`config.mk`:
```
export PLATFORM = sky130hd
export DESIGN_NAME = pipe_ctrl_flat
export DESIGN_NICKNAME = d
export VERILOG_FILES = /design/src/rtl/pipe_ctrl_pkg.sv /design/src/rtl/pipe_ctrl_if.sv /design/src/rtl/pipe_ctrl_mc_counter.sv /design/src/rtl/pipe_ctrl.sv /design/src/flat_wrapper.sv
export SDC_FILE = /design/constraint.sdc
export NUM_CORES = 1
export LEC_CHECK = 0
export ABC_AREA = 1
export BUFFER_PORTS_ARGS = -buffer_cell sky130_fd_sc_hd__buf_2
export CAP_MARGIN = 10
export CORE_ASPECT_RATIO = 1.75
export CORE_MARGIN = 1.5
export CORE_UTILIZATION = 40
export CTS_BUF_LIST = sky130_fd_sc_hd__clkbuf_16
export CTS_CLUSTER_SIZE = 30
export DETAILED_ROUTE_END_ITERATION = 10
export GPL_ROUTABILITY_DRIVEN = 0
export GPL_TIMING_DRIVEN = 0
export PLACE_DENSITY = 0.85
export SYNTH_ARGS = -nofsm -noshare
export SYNTH_HDL_FRONTEND = slang
export SYNTH_SLANG_ARGS = --single-unit
```
`constraint.sdc`:
```
create_clock -name clk -period 2.75 [get_ports clk]
set_input_delay 0.1375 -clock clk [delete_from_list [all_inputs] [get_ports clk]]
set_output_delay 0.1375 -clock clk [all_outputs]
set_load 0.01 [all_outputs]
```
`src/rtl/pipe_ctrl_pkg.sv`:
```
// Shared types and constants for the pipeline hazard/redirect controller.
package pipe_ctrl_pkg;

    localparam int          REG_BUS_W = 32;
    localparam logic [31:0] ZERO_WORD = 32'h0000_0000;

    // Stall bit positions: [0]PC [1]IF/ID [2]ID/EX [3]EX/MEM [4]MEM/WB [5]WB
    localparam int STB_PC     = 0;
    localparam int STB_IF_ID  = 1;
    localparam int STB_ID_EX  = 2;
    localparam int STB_EX_MEM = 3;
    localparam int STB_MEM_WB = 4;
    localparam int STB_WB     = 5;

    localparam logic [5:0] STALL_NONE = 6'b000000;
    localparam logic [5:0] STALL_ID   = 6'b000111;
    localparam logic [5:0] STALL_EX   = 6'b001111;
    localparam logic [5:0] STALL_MEM  = 6'b011111;

    typedef enum logic [1:0] {
        ST_RUN      = 2'd0,
        ST_MEM_WAIT = 2'd1,
        ST_FLUSH    = 2'd2
    } ctrl_state_e;

    // A requested latency of zero behaves as a single-cycle op.
    function automatic logic [5:0] mc_len(input logic [5:0] n);
        return (n == 6'd0) ? 6'd1 : n;
    endfunction

endpackage

```
`src/rtl/pipe_ctrl_if.sv`:
```
// Handshake bundle between the pipeline stages (master) and the controller (slave).
interface pipe_ctrl_if;
    logic        stallreq_id;
    logic        ex_mc_start;
    logic [5:0]  ex_mc_cycles;
    logic        mem_req;
    logic        mem_ack;
    logic        excp_valid;
    logic [31:0] excp_vector;
    logic [5:0]  stall;
    logic        flush;
    logic [31:0] new_pc;
    logic        ex_mc_done;
    logic        mem_timeout;

    modport master (
        output stallreq_id, ex_mc_start, ex_mc_cycles, mem_req, mem_ack,
               excp_valid, excp_vector,
        input  stall, flush, new_pc, ex_mc_done, mem_timeout
    );

    modport slave (
        input  stallreq_id, ex_mc_start, ex_mc_cycles, mem_req, mem_ack,
               excp_valid, excp_vector,
        output stall, flush, new_pc, ex_mc_done, mem_timeout
    );
endinterface

```
`src/rtl/pipe_ctrl_mc_counter.sv`:
```
// Multi-cycle EX op counter: load a latency, stay busy for the remaining cycles,
// pulse expire during the final stall cycle of the op.
module pipe_ctrl_mc_counter
    import pipe_ctrl_pkg::*;
(
    input  logic       clk,
    input  logic       rst,
    input  logic       clr,
    input  logic       load,
    input  logic [5:0] len,
    output logic       busy,
    output logic       expire
);

    logic       busy_q, busy_d;
    logic [5:0] cnt_q, cnt_d;
    logic [5:0] len_eff;

    // cnt_q holds the stall cycles still owed, including the current one.
    always_comb begin
        busy_d  = busy_q;
        cnt_d   = cnt_q;
        expire  = 1'b0;
        len_eff = mc_len(len);
        if (clr) begin
            busy_d = 1'b0;
            cnt_d  = 6'd0;
        end else if (busy_q) begin
            if (cnt_q == 6'd1) begin
                busy_d = 1'b0;
                cnt_d  = 6'd0;
                expire = 1'b1;
            end else begin
                cnt_d = cnt_q - 6'd1;
            end
        end else if (load) begin
            if (len_eff == 6'd1) begin
                expire = 1'b1;
            end else begin
                busy_d = 1'b1;
                cnt_d  = len_eff - 6'd1;
            end
        end
    end

    always_ff @(posedge clk) begin
        if (rst) begin
            busy_q <= 1'b0;
            cnt_q  <= 6'd0;
        end else begin
            busy_q <= busy_d;
            cnt_q  <= cnt_d;
        end
    end

    assign busy = busy_q;

endmodule

```
`src/rtl/pipe_ctrl.sv`:
```
// Pipeline stall/flush controller: memory wait with timeout, multi-cycle EX ops,
// exception redirect.
//   state       | meaning
//   ST_RUN      | normal flow; ID/EX stalls, new memory access may begin waiting
//   ST_MEM_WAIT | memory access outstanding; MEM stall until ack or timeout
//   ST_FLUSH    | one quiet cycle after a redirect; all inputs ignored
module pipe_ctrl
    import pipe_ctrl_pkg::*;
#(
    parameter int          MEM_TIMEOUT = 255,
    parameter logic [31:0] TIMEOUT_VEC = 32'h0000_0040
) (
    input  logic      clk,
    input  logic      rst,
    pipe_ctrl_if.slave bus
);

    localparam logic [7:0] TIMER_LAST = 8'(MEM_TIMEOUT - 1);

    ctrl_state_e          state_q, state_d;
    logic [7:0]           timer_q, timer_d;
    logic                 mem_timeout_q, mem_timeout_d;
    logic                 done_pend_q, done_pend_d;

    logic                 mem_stall;
    logic                 flush_c;
    logic [REG_BUS_W-1:0] new_pc_c;
    logic                 ex_clr;
    logic                 ex_load;
    logic                 ex_busy;
    logic                 ex_expire;
    logic                 ex_stall;
    logic                 done_now;

    always_comb begin
        state_d       = state_q;
        timer_d       = timer_q;
        mem_timeout_d = mem_timeout_q;
        mem_stall     = 1'b0;
        flush_c       = 1'b0;
        new_pc_c      = ZERO_WORD;
        ex_clr        = 1'b0;
        case (state_q)
            ST_RUN: begin
                timer_d = 8'd0;
                if (bus.excp_valid) begin
                    flush_c  = 1'b1;
                    new_pc_c = bus.excp_vector;
                    ex_clr   = 1'b1;
                    state_d  = ST_FLUSH;
                end else if (bus.mem_req && !bus.mem_ack) begin
                    mem_stall = 1'b1;
                    state_d   = ST_MEM_WAIT;
                end
            end
            ST_MEM_WAIT: begin
                if (bus.excp_valid) begin
                    flush_c  = 1'b1;
                    new_pc_c = bus.excp_vector;
                    ex_clr   = 1'b1;
                    timer_d  = 8'd0;
                    state_d  = ST_FLUSH;
                    // The redirect goes to the handler, but the timeout still happened.
                    if (!bus.mem_ack && timer_q == TIMER_LAST) mem_timeout_d = 1'b1;
                end else if (bus.mem_ack) begin
                    timer_d = 8'd0;
                    state_d = ST_RUN;
                end else if (timer_q == TIMER_LAST) begin
                    flush_c       = 1'b1;
                    new_pc_c      = TIMEOUT_VEC;
                    mem_timeout_d = 1'b1;
                    ex_clr        = 1'b1;
                    timer_d       = 8'd0;
                    state_d       = ST_FLUSH;
                end else begin
                    mem_stall = 1'b1;
                    timer_d   = timer_q + 8'd1;
                end
            end
            ST_FLUSH: begin
                state_d = ST_RUN;
            end
            default: begin
                state_d = ST_RUN;
                timer_d = 8'd0;
            end
        endcase
    end

    // A finished op whose done pulse is still held back by a MEM stall blocks
    // new starts, so each op gets its own pulse.
    always_comb begin
        done_now = done_pend_q && !mem_stall && !flush_c && (state_q != ST_FLUSH);
        ex_load  = bus.ex_mc_start && !ex_busy && (!done_pend_q || done_now)
                   && !flush_c && (state_q != ST_FLUSH);
        ex_stall = ex_load || ex_busy;
    end

    always_comb begin
        done_pend_d = done_pend_q;
        if (ex_clr)         done_pend_d = 1'b0;
        else if (ex_expire) done_pend_d = 1'b1;
        else if (done_now)  done_pend_d = 1'b0;
    end

    pipe_ctrl_mc_counter u_ex_cnt (
        .clk    (clk),
        .rst    (rst),
        .clr    (ex_clr),
        .load   (ex_load),
        .len    (bus.ex_mc_cycles),
        .busy   (ex_busy),
        .expire (ex_expire)
    );

    always_comb begin
        bus.stall      = STALL_NONE;
        bus.flush      = 1'b0;
        bus.new_pc     = ZERO_WORD;
        bus.ex_mc_done = 1'b0;
        if (!rst) begin
            bus.flush      = flush_c;
            bus.new_pc     = new_pc_c;
            bus.ex_mc_done = done_now;
            if (!flush_c && state_q != ST_FLUSH) begin
                if (mem_stall)            bus.stall = STALL_MEM;
                else if (ex_stall)        bus.stall = STALL_EX;
                else if (bus.stallreq_id) bus.stall = STALL_ID;
            end
        end
    end

    assign bus.mem_timeout = mem_timeout_q;

    always_ff @(posedge clk) begin
        if (rst) begin
            state_q       <= ST_RUN;
            timer_q       <= 8'd0;
            mem_timeout_q <= 1'b0;
            done_pend_q   <= 1'b0;
        end else begin
            state_q       <= state_d;
            timer_q       <= timer_d;
            mem_timeout_q <= mem_timeout_d;
            done_pend_q   <= done_pend_d;
        end
    end

endmodule

```
`src/flat_wrapper.sv`:
```
// flat-port wrapper written by rule: the top's interface ports become plain ports
module pipe_ctrl_flat import pipe_ctrl_pkg::*;
#(
    parameter int          MEM_TIMEOUT = 255,
    parameter logic [31:0] TIMEOUT_VEC = 32'h0000_0040
)
  (clk, rst, bus_stallreq_id, bus_ex_mc_start, bus_ex_mc_cycles, bus_mem_req, bus_mem_ack, bus_excp_valid, bus_excp_vector, bus_stall, bus_flush, bus_new_pc, bus_ex_mc_done, bus_mem_timeout);
  pipe_ctrl_if bus_i ();
  input  logic clk;
  input  logic rst;
  input wire logic [$bits(bus_i.stallreq_id)-1:0] bus_stallreq_id;
  input wire logic [$bits(bus_i.ex_mc_start)-1:0] bus_ex_mc_start;
  input wire logic [$bits(bus_i.ex_mc_cycles)-1:0] bus_ex_mc_cycles;
  input wire logic [$bits(bus_i.mem_req)-1:0] bus_mem_req;
  input wire logic [$bits(bus_i.mem_ack)-1:0] bus_mem_ack;
  input wire logic [$bits(bus_i.excp_valid)-1:0] bus_excp_valid;
  input wire logic [$bits(bus_i.excp_vector)-1:0] bus_excp_vector;
  output wire logic [$bits(bus_i.stall)-1:0] bus_stall;
  output wire logic [$bits(bus_i.flush)-1:0] bus_flush;
  output wire logic [$bits(bus_i.new_pc)-1:0] bus_new_pc;
  output wire logic [$bits(bus_i.ex_mc_done)-1:0] bus_ex_mc_done;
  output wire logic [$bits(bus_i.mem_timeout)-1:0] bus_mem_timeout;
  assign bus_i.stallreq_id = bus_stallreq_id;
  assign bus_i.ex_mc_start = bus_ex_mc_start;
  assign bus_i.ex_mc_cycles = bus_ex_mc_cycles;
  assign bus_i.mem_req = bus_mem_req;
  assign bus_i.mem_ack = bus_mem_ack;
  assign bus_i.excp_valid = bus_excp_valid;
  assign bus_i.excp_vector = bus_excp_vector;
  assign bus_stall = bus_i.stall;
  assign bus_flush = bus_i.flush;
  assign bus_new_pc = bus_i.new_pc;
  assign bus_ex_mc_done = bus_i.ex_mc_done;
  assign bus_mem_timeout = bus_i.mem_timeout;
  pipe_ctrl #(.MEM_TIMEOUT(MEM_TIMEOUT), .TIMEOUT_VEC(TIMEOUT_VEC)) u_core (.clk(clk), .rst(rst), .bus(bus_i));
endmodule
```
* Word level (Yosys, flattened, before mapping) *
Index checks and enable logic that the tools add are counted.

storage, ports and cells
  flip-flop bits (word level) = 19
  input bits = 45

cells by class
  $add $sub $neg = 3
  eq/ne operators = 11
  mux-type cells = 54
  reduce and logical (&&, ||, !) cells = 26

operators by type and width
  kind                 number
  $mux 32              4
  $pmux 32 s2          1
  $mux 6               9
  $mux 1               26
  $mux 8               3
  $pmux 8 s2           1
  $eq 6x1->1 const B   2
  $sub 6x1->6 const B  2
  $logic_and 1x1->1    10
  $mux 2               5
  $add 8x1->8 const B  1
  $eq 8x8->1 const B   1
  $mux 7               1
  $logic_not 6->1      1
  $reduce_bool 2->1    3
  $logic_not 1->1      5
  $ne 2x1->1 const B   2
  $ne 2x2->1 const B   2
  $ne 4x3->1 const B   1
  $pmux 1 s2           2
  $pmux 2 s2           1
  $reduce_and 2->1     2
  $reduce_and 4->1     1
  $mux 3               1
  6 further kinds      7

* Depth between registers and ports, before layout *
  depth in word-level cells = 18
  depth in mapped cells = 13
  gate-level depth less buffers = 13

* Modules after synthesis *
A second synthesis with hierarchy kept.

second synthesis, totals
  cell total of the unflattened synthesis = 275
  area, all modules = 1629.1 µm²

modules (own cells, without submodules)
  module                times used  cells each  area an instance (µm²)  seq. area each (µm²)
  pipe_ctrl             1           175         977.2                   240.2
  pipe_ctrl_mc_counter  1           100         651.9                   140.1

* Worst setup path before layout *
OpenSTA, ideal clock, no wires.

  path kind = register to output
  start = register u_core.timer_q[0]
  end = output port bus_stall[1]
  data arrival time = 1660 ps
  slack = 953 ps
  cell stages (with the launch flop) = 13
  cells stage by stage = dfxtp_1 inv_1 ha_1 nand2_1 nor2_2 nand3_2 nand2_1 nor2_1 inv_1 nor2_1 o21ai_1 nand2_1 buf_4

on the way
  longest elaborated chain between the ends = 18
  elaborated cells on any way between the ends = 24

RTL lines
  what                            RTL line            RTL
  start, declared                 pipe_ctrl.sv:21     logic [7:0] timer_q, timer_d;
  start signal, assigned          pipe_ctrl.sv:143    timer_q <= timer_d;
  $eq 8x8->1 *                    pipe_ctrl.sv:68     end else if (timer_q == TIMER_LAST) begin
  $mux 1                          pipe_ctrl.sv:68
  $mux 1                          pipe_ctrl.sv:65     end else if (bus.mem_ack) begin
  $mux 1                          pipe_ctrl.sv:57     if (bus.excp_valid) begin
  $pmux 1 s2                      pipe_ctrl.sv:43     case (state_q)
  $logic_not 1->1                 pipe_ctrl.sv:93     done_now = done_pend_q && !mem_stall && !flush_c && (state_q != ST_FLUSH);
  $logic_and 1x1->1 (3 in a row)  pipe_ctrl.sv:93
  $logic_or 1x1->1                pipe_ctrl.sv:94     ex_load = bus.ex_mc_start && !ex_busy && (!done_pend_q || done_now)
  $logic_and 1x1->1               pipe_ctrl.sv:94
  $logic_and 1x1->1 (2 in a row)  pipe_ctrl.sv:95     && !flush_c && (state_q != ST_FLUSH);
  $logic_or 1x1->1                pipe_ctrl.sv:96     ex_stall = ex_load || ex_busy;
  $mux 6                          pipe_ctrl.sv:127    else if (ex_stall) bus.stall = STALL_EX;
  $mux 6                          pipe_ctrl.sv:126    if (mem_stall) bus.stall = STALL_MEM;
  $mux 6 *                        pipe_ctrl.sv:125    if (!flush_c && state_q != ST_FLUSH) begin
  $mux 6 *                        pipe_ctrl.sv:121    if (!rst) begin
  end, declared                   flat_wrapper.sv:18  output wire logic [$bits(bus_i.stall)-1:0] bus_stall;

Every way passes the cells marked *; elsewhere a longest branch is shown, timed or not.

* Worst setup path after layout *
  start = register u_core.timer_q[0]
  end = output port bus_stall[2]

Same word-level chain as after synthesis.

==> results.py <==
metrics = {
    "route": {
        "wl_mm": 3.96,
        "drtAntennaViolNets": 0,
        "drc": 0,
        "firstDrtPassIters": 4,
        "drt_iter0_markers": 35,
        "avgRoutedWirePerCell_microns": 10.1,
        "num_vias": 1768,
        "vias_per_cell": 4.51,
    },
    "critical_path": {
        "r2r_cells": 13,
        "cp-startpoint": "u_core.timer_q[0]",
        "rr_startpoint": "u_core.timer_q[0]",
        "startpoint_type": "register",
        "crit_path_end_kind": "primary output",
        "cp.arrival_ns": 2.32,
        "cp.required_ns": 2.61,
        "path_class": "reg2out",
        "cp_max_fo": 6,
    },
    "floorplanning": {
        "start_util": 0.425,
        "coreArea_sq_mm": 0.00366,
        "die-area_sq_mm": 0.00430,
        "rows": 29,
        "io_pins": 86,
        "die_w_microns": 50.2,
        "die_h_microns": 85.6,
    },
    "clock_network": {
        "cts_hold_repair.buffers": 0,
        "clkTransAtPathRegs_ns": 0.06,
        "worstSkewPairLatency_ns": 0.25,
        "htree_levels": 1,
        "ctsResizeCount": 0,
        "cts_setup_buffers": 0,
        "clock_sinks": 19,
        "cts_buffer_depth": 2,
        "cts_made_buffers": 3,
        "cts_tree": "yes",
        "root_buffer": "clkbuf_16",
    },
    "timing": {
        "fin_crit_ns": 2.45,
        "min_period_over_period": 0.892,
        "setup_viol": 0,
        "maxSlewViolCount": 0,
        "hold_viol_final": 0,
        "rsz0062_at_grt": "no",
        "clock.fmax_ghz": 0.408,
        "setup_ws_ns": 0.297,
        "finalSetupTns_ns": 0,
        "fin_skew_ns": 0.00220,
        "hold_ws_ns": 0.0954,
    },
    "global_route": {
        "antenna_found_initial": 0,
        "grt_overflow": 0,
        "grtUsageTotal": 0.193,
        "grt_first_pass_wirelength_mm": 6.73,
        "grt_pass1_vias": 1707,
        "grt_start_max_net_pins": 12,
    },
    "logic_synthesis": {
        "synth_mux_area_frac": 0,
        "yosys_warnings": 0,
        "synth_area_sq_mm": 0.00156,
        "synth_cell_types": 32,
        "seq_area_frac_synth": 0.244,
        "synth_xor_area_frac": 0.0506,
        "synth.ff_latch_count": 19,
        "synth_top_family_by_area": "simple AND/OR/NAND/NOR gates",
        "syn-num-nets": 310,
        "synth_simple_gate_area_frac": 0.377,
        "synth_compound_area_frac": 0.0883,
        "synth-adder-area-share": 0.0482,
        "syn_inst": 259,
        "synth_area_per_cell_sq_um": 6.02,
    },
    "min_path": {
        "hold_start": "rst",
        "holdPathStages": 2,
        "hp-class": "in2reg",
    },
    "finish": {
        "final_cells": 392,
        "n_antenna_cell": 0,
        "area_delta_synth_final_pct": 35.5,
        "final_common_cell": "buf_2",
        "layout-drive-gt1-share": 0.309,
        "final_nets": 398,
        "seqCellArea_sq_um": 380,
        "nFillCells": 343,
        "multiInputGateArea_sq_um": 883,
        "final_cell_mix": "buf_2, inv_1, nor2_1",
    },
    "job": {
        "drv_cap": 0,
    },
    "power_and_ir_drop": {
        "power.density_mw_per_mm2": 384,
        "vdd_drop_max_uv": 361,
        "p_leak_nw": 1.28,
    },
    "placed_design": {
        "io_buffer_count": 83,
        "dpl.cell_count": 388,
        "dp_slack_ns": 0.564,
        "hpwl_mm": 3.28,
    },
    "run_status": {
        "status": "finished clean",
    },
}
[layout make-up]
cell class / instances / share of cell area
buffer: 8 / 0.0261
sequential: 19 / 0.180
inverter: 64 / 0.114
timing repair buffer: 83 / 0.197
clock inverter: 1 / 0.00237
tap: 46 / 0.0273
multi-input combinational: 168 / 0.418
clock buffer: 3 / 0.0355
[registers in the layout, summed over array words and instances, names as in the netlist]
signal and flops:
u_core.timer_q 8, u_core.u_ex_cnt.cnt_q 6, u_core.state_q 2, u_core.bus.mem_timeout 1, u_core.done_pend_q 1, u_core.u_ex_cnt.busy 1
[Yosys cell counts]
cell / n / area share
a22oi_1: 1 / 0.0048
nor3b_1: 1 / 0.0048
buf_4: 4 / 0.019
nor3_1: 2 / 0.0064
xor2_1: 7 / 0.039
clkbuf_8: 1 / 0.0088
nand4_1: 3 / 0.012
nor2_1: 59 / 0.14
o21a_1: 1 / 0.0048
nand2_4: 3 / 0.022
inv_1: 63 / 0.15
dfxtp_1: 19 / 0.24
o21ai_1: 1 / 0.0032
nand3_1: 13 / 0.042
o22ai_1: 1 / 0.0040
nand2_2: 3 / 0.012
or2_2: 1 / 0.0040
nand2_1: 37 / 0.089
nand3_4: 1 / 0.011
a211oi_1: 1 / 0.0048
nand3_2: 2 / 0.013
o21bai_4: 1 / 0.012
xnor2_1: 2 / 0.011
ha_1: 6 / 0.048
nor2_2: 2 / 0.0080
inv_2: 1 / 0.0024
a21oi_1: 13 / 0.042
clkbuf_1: 3 / 0.0072
conb_1: 1 / 0.0024
nor2_4: 1 / 0.0072
nor4_1: 1 / 0.0040
o21ai_0: 4 / 0.013
[routing by layer]
| layer | track usage | vias up | part of all wire |
|---|---|---|---|
| li1 | - | 938 | - |
| met1 | 0.200 | 776 | 0.38 |
| met2 | 0.377 | 48 | 0.56 |
| met3 | 0.0209 | 6 | 0.046 |
| met4 | 0.0758 | 0 | 0.017 |
| met5 | 0 | - | 0 |
[power by group]
group,internal [mW],switching (mW),leakage [nW]
logic,0.0916,0.121,1.09
registers,0.285,0.00791,0.154
clock network,0.195,0.112,0.0409
total,0.572,0.240,1.28
[cell families after synthesis]
family | count (synthesis)
AOI/OAI and AO/OA | 23
xor gates and xnor gates | 9
adders and majority gates | 6
buffers and inverters | 72
DFF | 19
other | 1
and+or+nand+nor | 129
[worst max-delay path, stage by stage, from the launching register on]
cell	delay [ns]
dfxtp_1	0.35
inv_1	0.08
ha_1	0.19
nand2_1	0.08
nor2_2	0.05
nand3_2	0.11
nand2_1	0.07
nor2_1	0.35
inv_1	0.16
nor2_1	0.17
o21ai_1	0.12
nand2_1	0.11
buf_4	0.11
buf_2	0.11
[final timing paths]
kind	endpoint	slack, ns
max	bus_stall[2]	0.30
min reg2reg	u_core.bus.mem_timeout	0.47
max reg2reg	u_core.u_ex_cnt.cnt_q[4]	1.03
min	u_core.state_q[0]	0.1
[per-stage QoR]
step           power, mW  utilization  instance area, sq um
2_1_floorplan      0.433            -                  1560
3_3_place_gp       0.506        0.554                  2030
3_5_place_dp       0.510        0.554                  2030
4_1_cts            0.813        0.576                  2110
5_1_grt            0.851        0.576                  2110
6_report           0.812        0.576                  2110
(Power assumes the default switching activity.)
